### config.mk
export PLATFORM = sky130hd
export DESIGN_NAME = dar_master
export DESIGN_NICKNAME = d
export VERILOG_FILES = /design/src/rtl/dar_master_pkg.sv /design/src/rtl/dar_master.sv
export SDC_FILE = /design/constraint.sdc
export NUM_CORES = 1
export LEC_CHECK = 0
export ABC_AREA = 1
export CORE_MARGIN = 5
export CORE_UTILIZATION = 39
export CTS_CLUSTER_SIZE = 8
export DETAILED_ROUTE_END_ITERATION = 7
export PLACE_DENSITY = 0.76
export SLEW_MARGIN = 30
export SYNTH_ARGS = -nofsm -noshare
export SYNTH_HDL_FRONTEND = slang
export SYNTH_SLANG_ARGS = --single-unit
### constraint.sdc
create_clock -name clk -period 1.5 [get_ports clk]
set_input_delay 0.3 -clock clk [delete_from_list [all_inputs] [get_ports clk]]
set_output_delay 0.3 -clock clk [all_outputs]
set_load 0.005 [all_outputs]
### src/rtl/dar_master_pkg.sv
// Shared definitions for the burst master, its register bank and the bench.
package dar_master_pkg;

    // Default bank geometry: 128 x 8.
    localparam int unsigned ADDR_W_DEF = 7;
    localparam int unsigned DATA_W_DEF = 8;

    // Controller states.
    localparam logic [2:0] StIdle  = 3'd0;
    localparam logic [2:0] StWrite = 3'd1;
    localparam logic [2:0] StRead  = 3'd2;
    localparam logic [2:0] StRhold = 3'd3;
    localparam logic [2:0] StDone  = 3'd4;

endpackage

### src/rtl/dar_master.sv
// Burst master for a single-port register bank: executes one write or read
// burst per command, with valid/ready handshakes on the command, write-data
// and read-data sides.
module dar_master
    import dar_master_pkg::*;
#(
    parameter int unsigned ADDR_W = ADDR_W_DEF,
    parameter int unsigned DATA_W = DATA_W_DEF
) (
    input  logic              clk,
    input  logic              rst,
    input  logic              cmd_valid,
    output logic              cmd_ready,
    input  logic              cmd_write,
    input  logic [ADDR_W-1:0] cmd_addr,
    input  logic [ADDR_W-1:0] cmd_len,
    input  logic              wdata_valid,
    output logic              wdata_ready,
    input  logic [DATA_W-1:0] wdata,
    output logic              rdata_valid,
    input  logic              rdata_ready,
    output logic [DATA_W-1:0] rdata,
    output logic              busy,
    output logic              done,
    output logic              bank_w_en,
    output logic              bank_r_en,
    output logic [ADDR_W-1:0] bank_addr,
    output logic [DATA_W-1:0] bank_wdata,
    input  logic [DATA_W-1:0] bank_rdata
);

    logic [2:0]        state_q, state_d;
    logic [ADDR_W-1:0] addr_q, addr_d;
    logic [ADDR_W-1:0] cnt_q, cnt_d;
    logic [DATA_W-1:0] rdata_q, rdata_d;

    // State registers with asynchronous reset.
    always_ff @(posedge clk or posedge rst) begin
        if (rst) begin
            state_q <= StIdle;
            addr_q  <= '0;
            cnt_q   <= '0;
            rdata_q <= '0;
        end else begin
            state_q <= state_d;
            addr_q  <= addr_d;
            cnt_q   <= cnt_d;
            rdata_q <= rdata_d;
        end
    end

    // Next-state logic: cnt_q holds beats remaining minus one; address wraps.
    always_comb begin
        state_d = state_q;
        addr_d  = addr_q;
        cnt_d   = cnt_q;
        rdata_d = rdata_q;
        case (state_q)
            StIdle: begin
                if (cmd_valid) begin
                    addr_d  = cmd_addr;
                    cnt_d   = cmd_len;
                    state_d = cmd_write ? StWrite : StRead;
                end
            end
            StWrite: begin
                if (wdata_valid) begin
                    if (cnt_q == '0) begin
                        state_d = StDone;
                    end else begin
                        addr_d = addr_q + 1'b1;
                        cnt_d  = cnt_q - 1'b1;
                    end
                end
            end
            StRead: begin
                rdata_d = bank_rdata;
                state_d = StRhold;
            end
            StRhold: begin
                if (rdata_ready) begin
                    if (cnt_q == '0) begin
                        state_d = StDone;
                    end else begin
                        addr_d  = addr_q + 1'b1;
                        cnt_d   = cnt_q - 1'b1;
                        state_d = StRead;
                    end
                end
            end
            StDone:  state_d = StIdle;
            default: state_d = StIdle;
        endcase
    end

    // Output decode; the bank address is only driven during an access.
    always_comb begin
        cmd_ready   = (state_q == StIdle);
        wdata_ready = (state_q == StWrite);
        bank_w_en   = (state_q == StWrite) && wdata_valid;
        bank_r_en   = (state_q == StRead);
        rdata_valid = (state_q == StRhold);
        done        = (state_q == StDone);
        busy        = (state_q != StIdle);
        bank_addr   = (bank_w_en || bank_r_en) ? addr_q : '0;
        bank_wdata  = wdata;
        rdata       = rdata_q;
    end

endmodule
Word-level counts from Yosys, hierarchy flattened
Cells that the tools add are included.
{"block": "word_totals", "regBits": 25, "latch_bits": 0, "ram_bits": 0, "romBits": 0, "inputBits": 36, "elab_cells": 40, "memories": 0}
{"block": "classes", "n_addsub": 2, "multipliers": 0, "n_div": 0, "n_lt_le_gt_ge": 0, "n_eq_ne": 8, "n_shift": 0, "mux": 18, "bitwise": 0, "n_reduce_logical": 8}
{"operator": "two-way mux 7 bit", "count": 9}
{"operator": "case mux 7 bit (3 select lines)", "count": 2}
{"operator": "two-way mux 3 bit", "count": 5}
{"operator": "case mux 3 bit (4 select lines)", "count": 1}
{"operator": "AND reduction 4 bit", "count": 2}
{"operator": "adder 7 x 1 -> 7 bit (second input constant)", "count": 1}
{"operator": "zero test 7 bit", "count": 1}
{"operator": "subtractor 7 x 1 -> 7 bit (second input constant)", "count": 1}
{"operator": "equality test 3 x 2 -> 1 bit (second input constant)", "count": 2}
{"operator": "nonzero test 3 bit", "count": 2}
{"operator": "inequality test 2 x 1 -> 1 bit (second input constant)", "count": 2}
{"operator": "inequality test 2 bit (second input constant)", "count": 2}
{"operator": "equality test 3 x 1 -> 1 bit (second input constant)", "count": 1}
{"operator": "equality test 3 bit (second input constant)", "count": 1}
{"operator": "zero test 3 bit", "count": 1}
{"operator": "two-way mux 2 bit", "count": 1}
{"operator": "logical AND 1 bit", "count": 1}
{"operator": "logical OR 1 bit", "count": 1}

Depth between registers and ports, before layout
Gate-level depths: netlist of the first run.
{"block": "depth", "depth_word": 4, "ltp_mapped": 11, "mapped_depth_nobuf": 10}

Least setup slack after synthesis of the first run
Ideal clock, no wire load.
{"block": "synth_path", "path_kind": "reg-to-output", "startpoint": "reg state_q[2]", "endpoint": "out bank_addr[0]", "arrival_time_ns": 1.169, "path_slack_ns": 0.031, "path_stages_with_launch": 9, "path_cell_list": "dfrtp_1 > inv_1 > nand2_2 > buf_6 > nor2_1 > nand2_1 > nand2_1 > inv_2 > nor2_1"}
{"block": "synth_between", "elab_chain_cells": 4, "word_cells_on_any_way": 5, "classes_between": "2 x eq/ne; 1 x mux; 2 x reduce/logical"}
{"item": "from (decl)", "line": "dar_master.sv:32", "source": "logic [2:0] state_q, state_d;"}
{"item": "from (signal assigned)", "line": "dar_master.sv:40", "source": "state_q <= StIdle;"}
{"item": "from (signal assigned)", "line": "dar_master.sv:45", "source": "state_q <= state_d;"}
{"item": "equality test 3 x 1 -> 1 bit"}
{"item": "via wdata_ready", "line": "dar_master.sv:18", "source": "output logic wdata_ready,"}
{"item": "logical AND 1 bit", "line": "dar_master.sv:100", "source": "bank_w_en = (state_q == StWrite) && wdata_valid;"}
{"item": "logical OR 1 bit", "line": "dar_master.sv:105", "source": "bank_addr = (bank_w_en || bank_r_en) ? addr_q : '0;"}
{"item": "two-way mux 7 bit", "line": "dar_master.sv:105"}
{"item": "to (decl)", "line": "dar_master.sv:27", "source": "output logic [ADDR_W-1:0] bank_addr,"}
The timed path passes the listed nets, and every way through them passes these cells.

Final worst setup path of the first run
{"block": "layout_path", "startpoint": "reg state_q[0]", "endpoint": "out bank_addr[1]"}
{"block": "layout_between", "elab_chain_cells": 4, "word_cells_on_any_way": 5, "classes_between": "2 x eq/ne; 1 x mux; 2 x reduce/logical"}
{"item": "equality test 3 x 1 -> 1 bit", "line": "dar_master.sv:100"}
{"item": "logical AND 1 bit", "line": "dar_master.sv:100"}
{"item": "logical OR 1 bit *", "line": "dar_master.sv:105"}
{"item": "two-way mux 7 bit *", "line": "dar_master.sv:105"}
Mark *: on every way between the ends. The rest lies on a longest branch, timed or not.

==> results of run 1 <==
layout make-up:
class	count	area share
sequential	25	0.237
multi-input combinational	180	0.348
timing repair buffer	95	0.333
tap	50	0.0237
clock inverter	1	0.00284
clock buffer	3	0.0156
inverter	26	0.0398
power groups by stage:
| stage | sequential (mW) | combinational [mW] | clock [mW] |
|---|---|---|---|
| 2_1_floorplan | 1.30 | 1.89 | 0 |
| 3_3_place_gp | 1.27 | 3.39 | 0 |
| 3_5_place_dp | 1.29 | 3.45 | 0 |
| 4_1_cts | 1.27 | 3.85 | 0.438 |
| 5_1_grt | 1.32 | 4.53 | 0.465 |
| 6_report | 1.28 | 4.08 | 0.430 |
how the worst max path moves through the flow:
stage	start	endpoint	slack, ns	cells after the start
floorplan	state_q[2]	bank_addr[0]	0.03	8
global placement	wdata_valid	bank_addr[6]	-0.41	6
detailed placement	wdata_valid	bank_addr[1]	-0.45	6
CTS	state_q[2]	bank_addr[1]	-0.28	9
global route	state_q[1]	bank_addr[3]	-0.37	8
finish	state_q[0]	bank_addr[1]	-0.28	7
logic make-up (layout without fill, tap and decap cells):
family	after synthesis	count (layout)	share of synthesized area
DFF	25	25	0.379
buffers and inverters	40	125	0.127
and+or+nand+nor	164	164	0.428
adders and majority gates	3	3	0.0227
xor gates and xnor gates	1	1	0.00531
AOI/OAI and AO/OA	12	12	0.0379
tightest hold or removal path: cells and delay by family:
family / cells / cell delay (ns)
buf+inv: 3 / 0.75
layer usage:
| layer | GRT usage | part of all wire | up-vias |
|---|---|---|---|
| li1 | - | - | 913 |
| met2 | 0.323 | 0.50 | 52 |
| met1 | 0.223 | 0.40 | 854 |
| met4 | 0.0415 | 0.012 | 0 |
| met3 | 0.0481 | 0.086 | 4 |
| met5 | 0 | 0 | - |
registers in the layout (all words and copies together), names as in the netlist:
| register | cells |
|---|---|
| addr_q | 7 |
| cnt_q | 7 |
| rdata | 8 |
| state_q | 3 |
synth_stat cells:
cell	count	area, um2
nand3b_1	2	15.0
nor2_4	2	22.5
o21ai_0	7	35.0
ha_1	3	37.5
nor3_1	2	10.0
xnor2_1	1	8.76
buf_2	2	10.0
a21oi_1	4	20.0
inv_2	3	11.3
o211ai_1	1	7.51
inv_1	23	86.3
nand3_4	1	17.5
nand2_2	2	12.5
nand2_1	117	439
nand2_4	1	11.3
nand3_2	1	10.0
nor2_1	16	60.1
nor2_2	2	12.5
nand3_1	13	65.1
nand4_1	5	31.3
buf_6	3	33.8
dfrtp_1	25	626
buf_4	9	67.6
repair_timing:
| item | in CTS | in global routing |
|---|---|---|
| buffers inserted | 8 | 10 |
| endpoints found under the setup margin | 30 | 34 |
| pin swaps | 7 | 10 |
| gates resized for setup | 79 | 23 |
| gates cloned | 1 | 0 |
==> impl_results.html, run 1 <==
<table>
<tr><th>Metric</th><th>Value</th></tr>
<tr><th colspan="2">Finish</th></tr>
<tr><td>Area taken by flip-flops and latches</td><td>626 um2</td></tr>
<tr><td>Fill cell count</td><td>349</td></tr>
<tr><td>Post-synthesis to final-layout area growth</td><td>59.9%</td></tr>
<tr><td>Fraction of the core area covered by cells at the end of the flow</td><td>0.650</td></tr>
<tr><td>Most used cells in the layout excluding fill and tap cells</td><td>111 x nand2_1, 37 x buf_4, 31 x clkdlybuf4s50_1</td></tr>
<tr><td>Commonest non-fill, non-tap cell in the layout</td><td>nand2_1</td></tr>
<tr><td>Post-layout nets</td><td>370</td></tr>
<tr><td>Post-layout instance count excluding filler cells</td><td>380</td></tr>
<tr><td>Antenna diodes</td><td>0</td></tr>
<tr><td>Post-route design area</td><td>0.00264 mm2</td></tr>
<tr><td>Layout cells sized above 1</td><td>0.297</td></tr>
<tr><td>Area used by multi-input combinational logic</td><td>917 um2</td></tr>
<tr><th colspan="2">GRT</th></tr>
<tr><td>Global-route total usage across every layer</td><td>0.183</td></tr>
<tr><td>Residual overflow from global routing</td><td>0</td></tr>
<tr><td>Vias in the first global route</td><td>between 1,500 and 2,000</td></tr>
<tr><td>Wire length of the first global-routing pass</td><td>8070 um</td></tr>
<tr><td>Number of antenna violations at the first check in global routing</td><td>0</td></tr>
<tr><td>Maximum number of pins on one net before global-route repair</td><td>26</td></tr>
<tr><th colspan="2">Pwr</th></tr>
<tr><td>Total design power</td><td>5.78 mW</td></tr>
<tr><td>Worst-case vdd ir drop</td><td>1.19 mV</td></tr>
<tr><td>Proportion of power drawn by the clock network</td><td>0.074</td></tr>
<tr><td>Switching portion of total power</td><td>0.439</td></tr>
<tr><td>Static leakage power</td><td>1.42 nW</td></tr>
<tr><td>Part of the power in combinational logic</td><td>0.705</td></tr>
<tr><td>Part of the power in registers</td><td>0.221</td></tr>
<tr><td>Switching pwr</td><td>between 2 and 3 mW</td></tr>
<tr><td>Areal power density over the cells</td><td>2190 mW/mm2</td></tr>
<tr><td>Internal power</td><td>3.24 mW</td></tr>
<tr><th colspan="2">Drt</th></tr>
<tr><td>Final wirelength</td><td>4780 um</td></tr>
<tr><td>First drt pass iteration count</td><td>4</td></tr>
<tr><td>Via-per-instance ratio</td><td>4.80</td></tr>
<tr><td>Total via count in the routed design</td><td>1,823</td></tr>
<tr><td>Number of nets with antenna violations after routing</td><td>0</td></tr>
<tr><td>Detail-routed net length per standard cell</td><td>12.6 um</td></tr>
<tr><td>Initial DRC count</td><td>102</td></tr>
<tr><td>DRC</td><td>0</td></tr>
<tr><th colspan="2">Timing</th></tr>
<tr><td>Worst path setup slack after routing</td><td>-0.283 ns</td></tr>
<tr><td>Final critical path time including I/O delays and setup</td><td>~1.8 ns</td></tr>
<tr><td>Transition time at the pin with the least slew margin</td><td>0.331 ns</td></tr>
<tr><td>Worst hold slack</td><td>~0.37 ns</td></tr>
<tr><td>Setup repair after global routing missed its margin</td><td>yes</td></tr>
<tr><td>Fmax</td><td>0.561 GHz</td></tr>
<tr><td>Max-slew violations</td><td>0</td></tr>
<tr><td>Sum Neg Setup Slack</td><td>-5.48 ns</td></tr>
<tr><td>Remaining max-slew budget at the tightest pin</td><td>0.779</td></tr>
<tr><td>Setup violation total in the final timing report</td><td>30</td></tr>
<tr><td>Final period utilization</td><td>1.19</td></tr>
<tr><td>Hold violation count in the final report</td><td>0</td></tr>
<tr><td>Layout Skew</td><td>around 0.0023 ns</td></tr>
<tr><th colspan="2">Status</th></tr>
<tr><td>Run status</td><td>finished, violations left</td></tr>
<tr><td>Violated checks</td><td>setup timing</td></tr>
<tr><th colspan="2">Synth</th></tr>
<tr><td>Syn_area_per_cell</td><td>6.74 um2</td></tr>
<tr><td>Syn. warnings</td><td>0</td></tr>
<tr><td>Cell area after synthesis</td><td>0.00165 mm2</td></tr>
<tr><td>Seq cells post-synth</td><td>25</td></tr>
<tr><td>Synthesized netlist cell count</td><td>~250</td></tr>
<tr><td>Syn_nets</td><td>284</td></tr>
<tr><td>Number of distinct standard cells referenced by the synthesized netlist</td><td>23</td></tr>
<tr><td>Sequential-to-total area share from yosys stat</td><td>0.379</td></tr>
<tr><th colspan="2">Worst setup path</th></tr>
<tr><td>Length in cells of the worst reg-to-reg path</td><td>13</td></tr>
<tr><td>Worst R2R End</td><td>addr_q[6]</td></tr>
<tr><td>List of cells traversed by the critical path</td><td>buf_6, nor3_4, inv_2, nand2_4, inv_6, nor2_2, buf_2</td></tr>
<tr><td>Register-to-register path setup slack</td><td>-0.20 ns</td></tr>
<tr><td>Kind of critical path</td><td>register to primary output</td></tr>
<tr><td>Arrival time of the worst setup path</td><td>between 1 and 1.5 ns</td></tr>
<tr><td>Cell family with the largest share of critical-path delay</td><td>flip-flops</td></tr>
<tr><td>Kind of launch point of the worst setup path</td><td>register</td></tr>
<tr><td>Slowest stage cell, crit path</td><td>dfrtp_1</td></tr>
<tr><td>Category of the worst setup path capture point</td><td>primary output</td></tr>
<tr><td>Required time at the worst-slack endpoint</td><td>1.20 ns</td></tr>
<tr><td>Critical path buffer and inverter count</td><td>4</td></tr>
<tr><td>Critical path fanouts, max</td><td>7</td></tr>
<tr><td>Reg2Reg Launch Point</td><td>state_q[2]</td></tr>
<tr><td>Crit path largest cell delay</td><td>0.44 ns</td></tr>
<tr><th colspan="2">Clocking</th></tr>
<tr><td>TritonCTS Buffers</td><td>3</td></tr>
<tr><td>Sinks on the clock net</td><td>25</td></tr>
<tr><td>Hold Buf Count CTS</td><td>0</td></tr>
<tr><td>Clock transition at path regs</td><td>about 0.10 ns</td></tr>
<tr><td>Total number of H-tree levels</td><td>1</td></tr>
<tr><td>Clk_lat worst skew</td><td>0.28 ns</td></tr>
<tr><td>Clk root buf</td><td>clkbuf_8</td></tr>
<tr><td>Maximum clock insertion buffer count</td><td>2</td></tr>
<tr><td>CTS tree</td><td>yes</td></tr>
<tr><th colspan="2">Min path</th></tr>
<tr><td>Path category of the worst min-delay check</td><td>primary input to async pin</td></tr>
<tr><th colspan="2">Placed design</th></tr>
<tr><td>Cell area after placement</td><td>around 0.0023 mm2</td></tr>
<tr><td># port buffers</td><td>a little under 50</td></tr>
<tr><td>Instance count after placement with tap cells included</td><td>361</td></tr>
<tr><td>Half-perimeter wire length after placement</td><td>3260 um</td></tr>
<tr><td>Routability-driven placement congestion ratio</td><td>0.808</td></tr>
<tr><td>Setup Slack @ Placement</td><td>-0.451 ns</td></tr>
<tr><th colspan="2">Floorplan</th></tr>
<tr><td>Die boundary width</td><td>75.1 um</td></tr>
<tr><td>Area inside the core boundary</td><td>0.00406 mm2</td></tr>
<tr><td>Die height</td><td>between 70 and 80 um</td></tr>
<tr><td>Die area</td><td>0.00563 mm2</td></tr>
<tr><td>Number of I/O pins</td><td>66</td></tr>
<tr><td>Number of placement rows</td><td>23</td></tr>
<tr><td>Starting Density</td><td>0.407</td></tr>
<tr><th colspan="2">Run</th></tr>
<tr><td>Max Cap Viol</td><td>0</td></tr>
</table>
No activity file was read; power rests on OpenSTA's default activity.
==> run 2: changes to the inputs <==
- CORE_MARGIN: 5 -> not set
==> run 2 against run 1 <==
  * The flow still finishes with violations (setup timing)
  * Critical path depth up 1
  * Non-clock buffer count up 3
  * Sequential share of layout area shrank 0.26 points
  * Largest cell class unchanged
  * Clock power decreased by 1%
  * Highest routed layer unchanged
==> impl_results.html, run 2 (synthesis gave the netlist of run 1 again) <==
<table>
<tr><th>Metric</th><th>Value</th></tr>
<tr><th colspan="2">Worst setup path</th></tr>
<tr><td>Critical path fanouts, max</td><td>4 (-3)</td></tr>
<tr><td>Kind of critical path</td><td>register to primary output</td></tr>
<tr><td>Kind of launch point of the worst setup path</td><td>register</td></tr>
<tr><td>Category of the worst setup path capture point</td><td>primary output</td></tr>
<tr><td>Arrival time of the worst setup path</td><td>1.57 ns (+0.09 ns)</td></tr>
<tr><td>Reg2Reg Launch Point</td><td>state_q[2]</td></tr>
<tr><td>Launching instance or port of the critical path</td><td>state_q[0]</td></tr>
<tr><td>Required time at the worst-slack endpoint</td><td>1.20 ns (about the same)</td></tr>
<tr><th colspan="2">Timing</th></tr>
<tr><td>Final period utilization</td><td>1.25 (+0.0581)</td></tr>
<tr><td>Hold violation count in the final report</td><td>0 (unchanged)</td></tr>
<tr><td>Worst hold slack</td><td>0.369 ns (+0.00406 ns)</td></tr>
<tr><td>Layout Skew</td><td>0.00516 ns (+0.00284 ns)</td></tr>
<tr><td>Sum Neg Setup Slack</td><td>-7.17 ns (-1.69 ns)</td></tr>
<tr><td>Worst path setup slack after routing</td><td>-0.371 ns (-0.0871 ns)</td></tr>
<tr><td>Final critical path time including I/O delays and setup</td><td>1.87 ns (+0.0871 ns)</td></tr>
<tr><td>Setup violation total in the final timing report</td><td>31 (+3.3%)</td></tr>
<tr><td>Fmax</td><td>0.535 GHz (-4.7%)</td></tr>
<tr><td>Max-slew violations</td><td>0 (unchanged)</td></tr>
<tr><td>Setup repair after global routing missed its margin</td><td>yes</td></tr>
<tr><td>Transition time at the pin with the least slew margin</td><td>0.343 ns (+0.0110 ns)</td></tr>
<tr><td>Remaining max-slew budget at the tightest pin</td><td>0.772 (-0.00735)</td></tr>
<tr><th colspan="2">Clocking</th></tr>
<tr><td>Maximum clock insertion buffer count</td><td>2 (unchanged)</td></tr>
<tr><td>Clk root buf</td><td>clkbuf_8</td></tr>
<tr><td>TritonCTS Buffers</td><td>3 (unchanged)</td></tr>
<tr><td>Clock transition at path regs</td><td>0.10 ns (about the same)</td></tr>
<tr><td>Total number of H-tree levels</td><td>1 (unchanged)</td></tr>
<tr><td>CTS tree</td><td>yes</td></tr>
<tr><td>Clk_lat worst skew</td><td>0.28 ns (about the same)</td></tr>
<tr><td>Sinks on the clock net</td><td>25 (unchanged)</td></tr>
<tr><th colspan="2">Finish</th></tr>
<tr><td>Antenna diodes</td><td>0 (unchanged)</td></tr>
<tr><td>Most used cells in the layout excluding fill and tap cells</td><td>107 x nand2_1, 35 x buf_4, 33 x clkdlybuf4s50_1</td></tr>
<tr><td>Post-route design area</td><td>0.00267 mm2 (+1.3%)</td></tr>
<tr><td>Post-synthesis to final-layout area growth</td><td>62.0%</td></tr>
<tr><td>Post-layout nets</td><td>374 (+1.1%)</td></tr>
<tr><td>Largest register FFs</td><td>8 (unchanged)</td></tr>
<tr><td>Layout cells sized above 1</td><td>0.314 (+0.0174)</td></tr>
<tr><td>Fraction of the core area covered by cells at the end of the flow</td><td>0.664 (+0.0133)</td></tr>
<tr><td>Commonest non-fill, non-tap cell in the layout</td><td>nand2_1</td></tr>
<tr><th colspan="2">GRT</th></tr>
<tr><td>Global routing's busiest layer</td><td>met2</td></tr>
<tr><td>Vias in the first global route</td><td>1,752 (-5.7%)</td></tr>
<tr><td>Wire length of the first global-routing pass</td><td>7690 um (-4.7%)</td></tr>
<tr><td>Met3 demand-to-capacity share in global routing</td><td>0.0462 (-0.00183)</td></tr>
<tr><td>Number of antenna violations at the first check in global routing</td><td>0 (unchanged)</td></tr>
<tr><td>Met1 usage</td><td>0.276 (+0.0533)</td></tr>
<tr><td>Maximum number of pins on one net before global-route repair</td><td>26 (unchanged)</td></tr>
<tr><td>Global-route total usage across every layer</td><td>0.228 (+0.0451)</td></tr>
<tr><td>Residual overflow from global routing</td><td>0 (unchanged)</td></tr>
<tr><td>Met2 Use GR</td><td>0.399 (+0.0757)</td></tr>
<tr><th colspan="2">Status</th></tr>
<tr><td>Violated checks</td><td>setup timing</td></tr>
<tr><td>Run status</td><td>finished, violations left</td></tr>
<tr><th colspan="2">Drt</th></tr>
<tr><td>Final wirelength</td><td>4840 um (+1.2%)</td></tr>
<tr><td>Number of nets with antenna violations after routing</td><td>0 (unchanged)</td></tr>
<tr><td>Initial DRC count</td><td>79 (-23%)</td></tr>
<tr><td>Total via count in the routed design</td><td>1,798 (-1.4%)</td></tr>
<tr><td>Via-per-instance ratio</td><td>4.68 (-2.4%)</td></tr>
<tr><td>DRC</td><td>0 (unchanged)</td></tr>
<tr><td>First drt pass iteration count</td><td>4 (unchanged)</td></tr>
<tr><td>Detail-routed net length per standard cell</td><td>12.6 um (+0.18%)</td></tr>
<tr><th colspan="2">Floorplan</th></tr>
<tr><td>Number of placement rows</td><td>23 (unchanged)</td></tr>
<tr><td>Starting Density</td><td>0.410 (+0.00291)</td></tr>
<tr><td>Number of I/O pins</td><td>66 (unchanged)</td></tr>
<tr><td>Die area</td><td>0.00450 mm2 (-20%)</td></tr>
<tr><td>Die height</td><td>67.1 um (-11%)</td></tr>
<tr><td>Die boundary width</td><td>67.1 um (-11%)</td></tr>
<tr><td>Area inside the core boundary</td><td>0.00403 mm2 (-0.71%)</td></tr>
<tr><th colspan="2">Pwr</th></tr>
<tr><td>Areal power density over the cells</td><td>2220 mW/mm2 (+1.4%)</td></tr>
<tr><td>Static leakage power</td><td>1.42 nW (+0.33%)</td></tr>
<tr><td>Worst-case vdd ir drop</td><td>1.20 mV (+0.86%)</td></tr>
<tr><th colspan="2">Placed design</th></tr>
<tr><td>Cell area after placement</td><td>0.00231 mm2 (-1.8%)</td></tr>
<tr><td>Routability-driven placement congestion ratio</td><td>0.839 (+3.9%)</td></tr>
<tr><td>Half-perimeter wire length after placement</td><td>3000 um (-8.1%)</td></tr>
<tr><td># port buffers</td><td>49 (unchanged)</td></tr>
<tr><th colspan="2">Min path</th></tr>
<tr><td>Path category of the worst min-delay check</td><td>primary input to async pin</td></tr>
<tr><th colspan="2">Run</th></tr>
<tr><td>Max Cap Viol</td><td>0 (unchanged)</td></tr>
</table>
==> run 2: worst max-delay path, cell delays in order (launching register included) <==
cell and delay, ns:
dfrtp_1 0.42, buf_6 0.13, nor3_4 0.21, inv_2 0.08
nand2_2 0.09, inv_4 0.05, buf_6 0.13, nor2_2 0.07
buf_2 0.11
==> run 2: path summary, 6_finish.rpt <==
check                               endpoint  slack, ns  depth (start not counted)
worst max-delay path            bank_addr[1]      -0.37                          8
worst min-delay path                rdata[4]       0.37                          3
worst max register to register     addr_q[4]      -0.25                         11
worst min register to register      rdata[2]       0.48                          2
max in group asynchronous         state_q[2]       0.85                          3
min in group clk                    rdata[2]       0.48                          2
==> run 2: through the flow <==
stage	total power [mW]	setup WS, ns	instances
6_report	5.94	-0.371	384
3_5_place_dp	4.61	-0.454	357
2_1_floorplan	3.19	0.0307	245
5_1_grt	6.48	-0.433	384
4_1_cts	5.51	-0.333	376
3_3_place_gp	4.53	-0.409	357
==> run 2: what timing repair did <==
action,CTS,global route
endpoints found under the setup margin,31,32
cloned,2,0
resized for setup,84,27
hold buffers,0,0
pin swaps,12,6
setup buffers,15,11
==> run 2: where the power goes <==
group | leakage [nW] | internal, mW | switching [mW]
sequential | 0.298 | 1.03 | 0.284
clock | 0.0217 | 0.189 | 0.235
combinational | 1.10 | 2.10 | 2.11
==> run 2: area by class of cell <==
cell class | instances | area (um2)
Fill cell | 350 | 1360
Multi-Input combinational cell | 181 | 936
Timing Repair Buffer | 98 | 897
Sequential cell | 25 | 627
Inverter | 26 | 103
Tap cell | 50 | 62.6
Clock buffer | 3 | 41.3
Clock inverter | 1 | 7.51
==> run 2: routing by layer <==
layer	up-vias	part of all wire	routed length, um
met3	9	0.058	282
met2	52	0.49	2360
li1	922	-	-
met5	-	0	0
met1	815	0.44	2110
met4	0	0.016	79
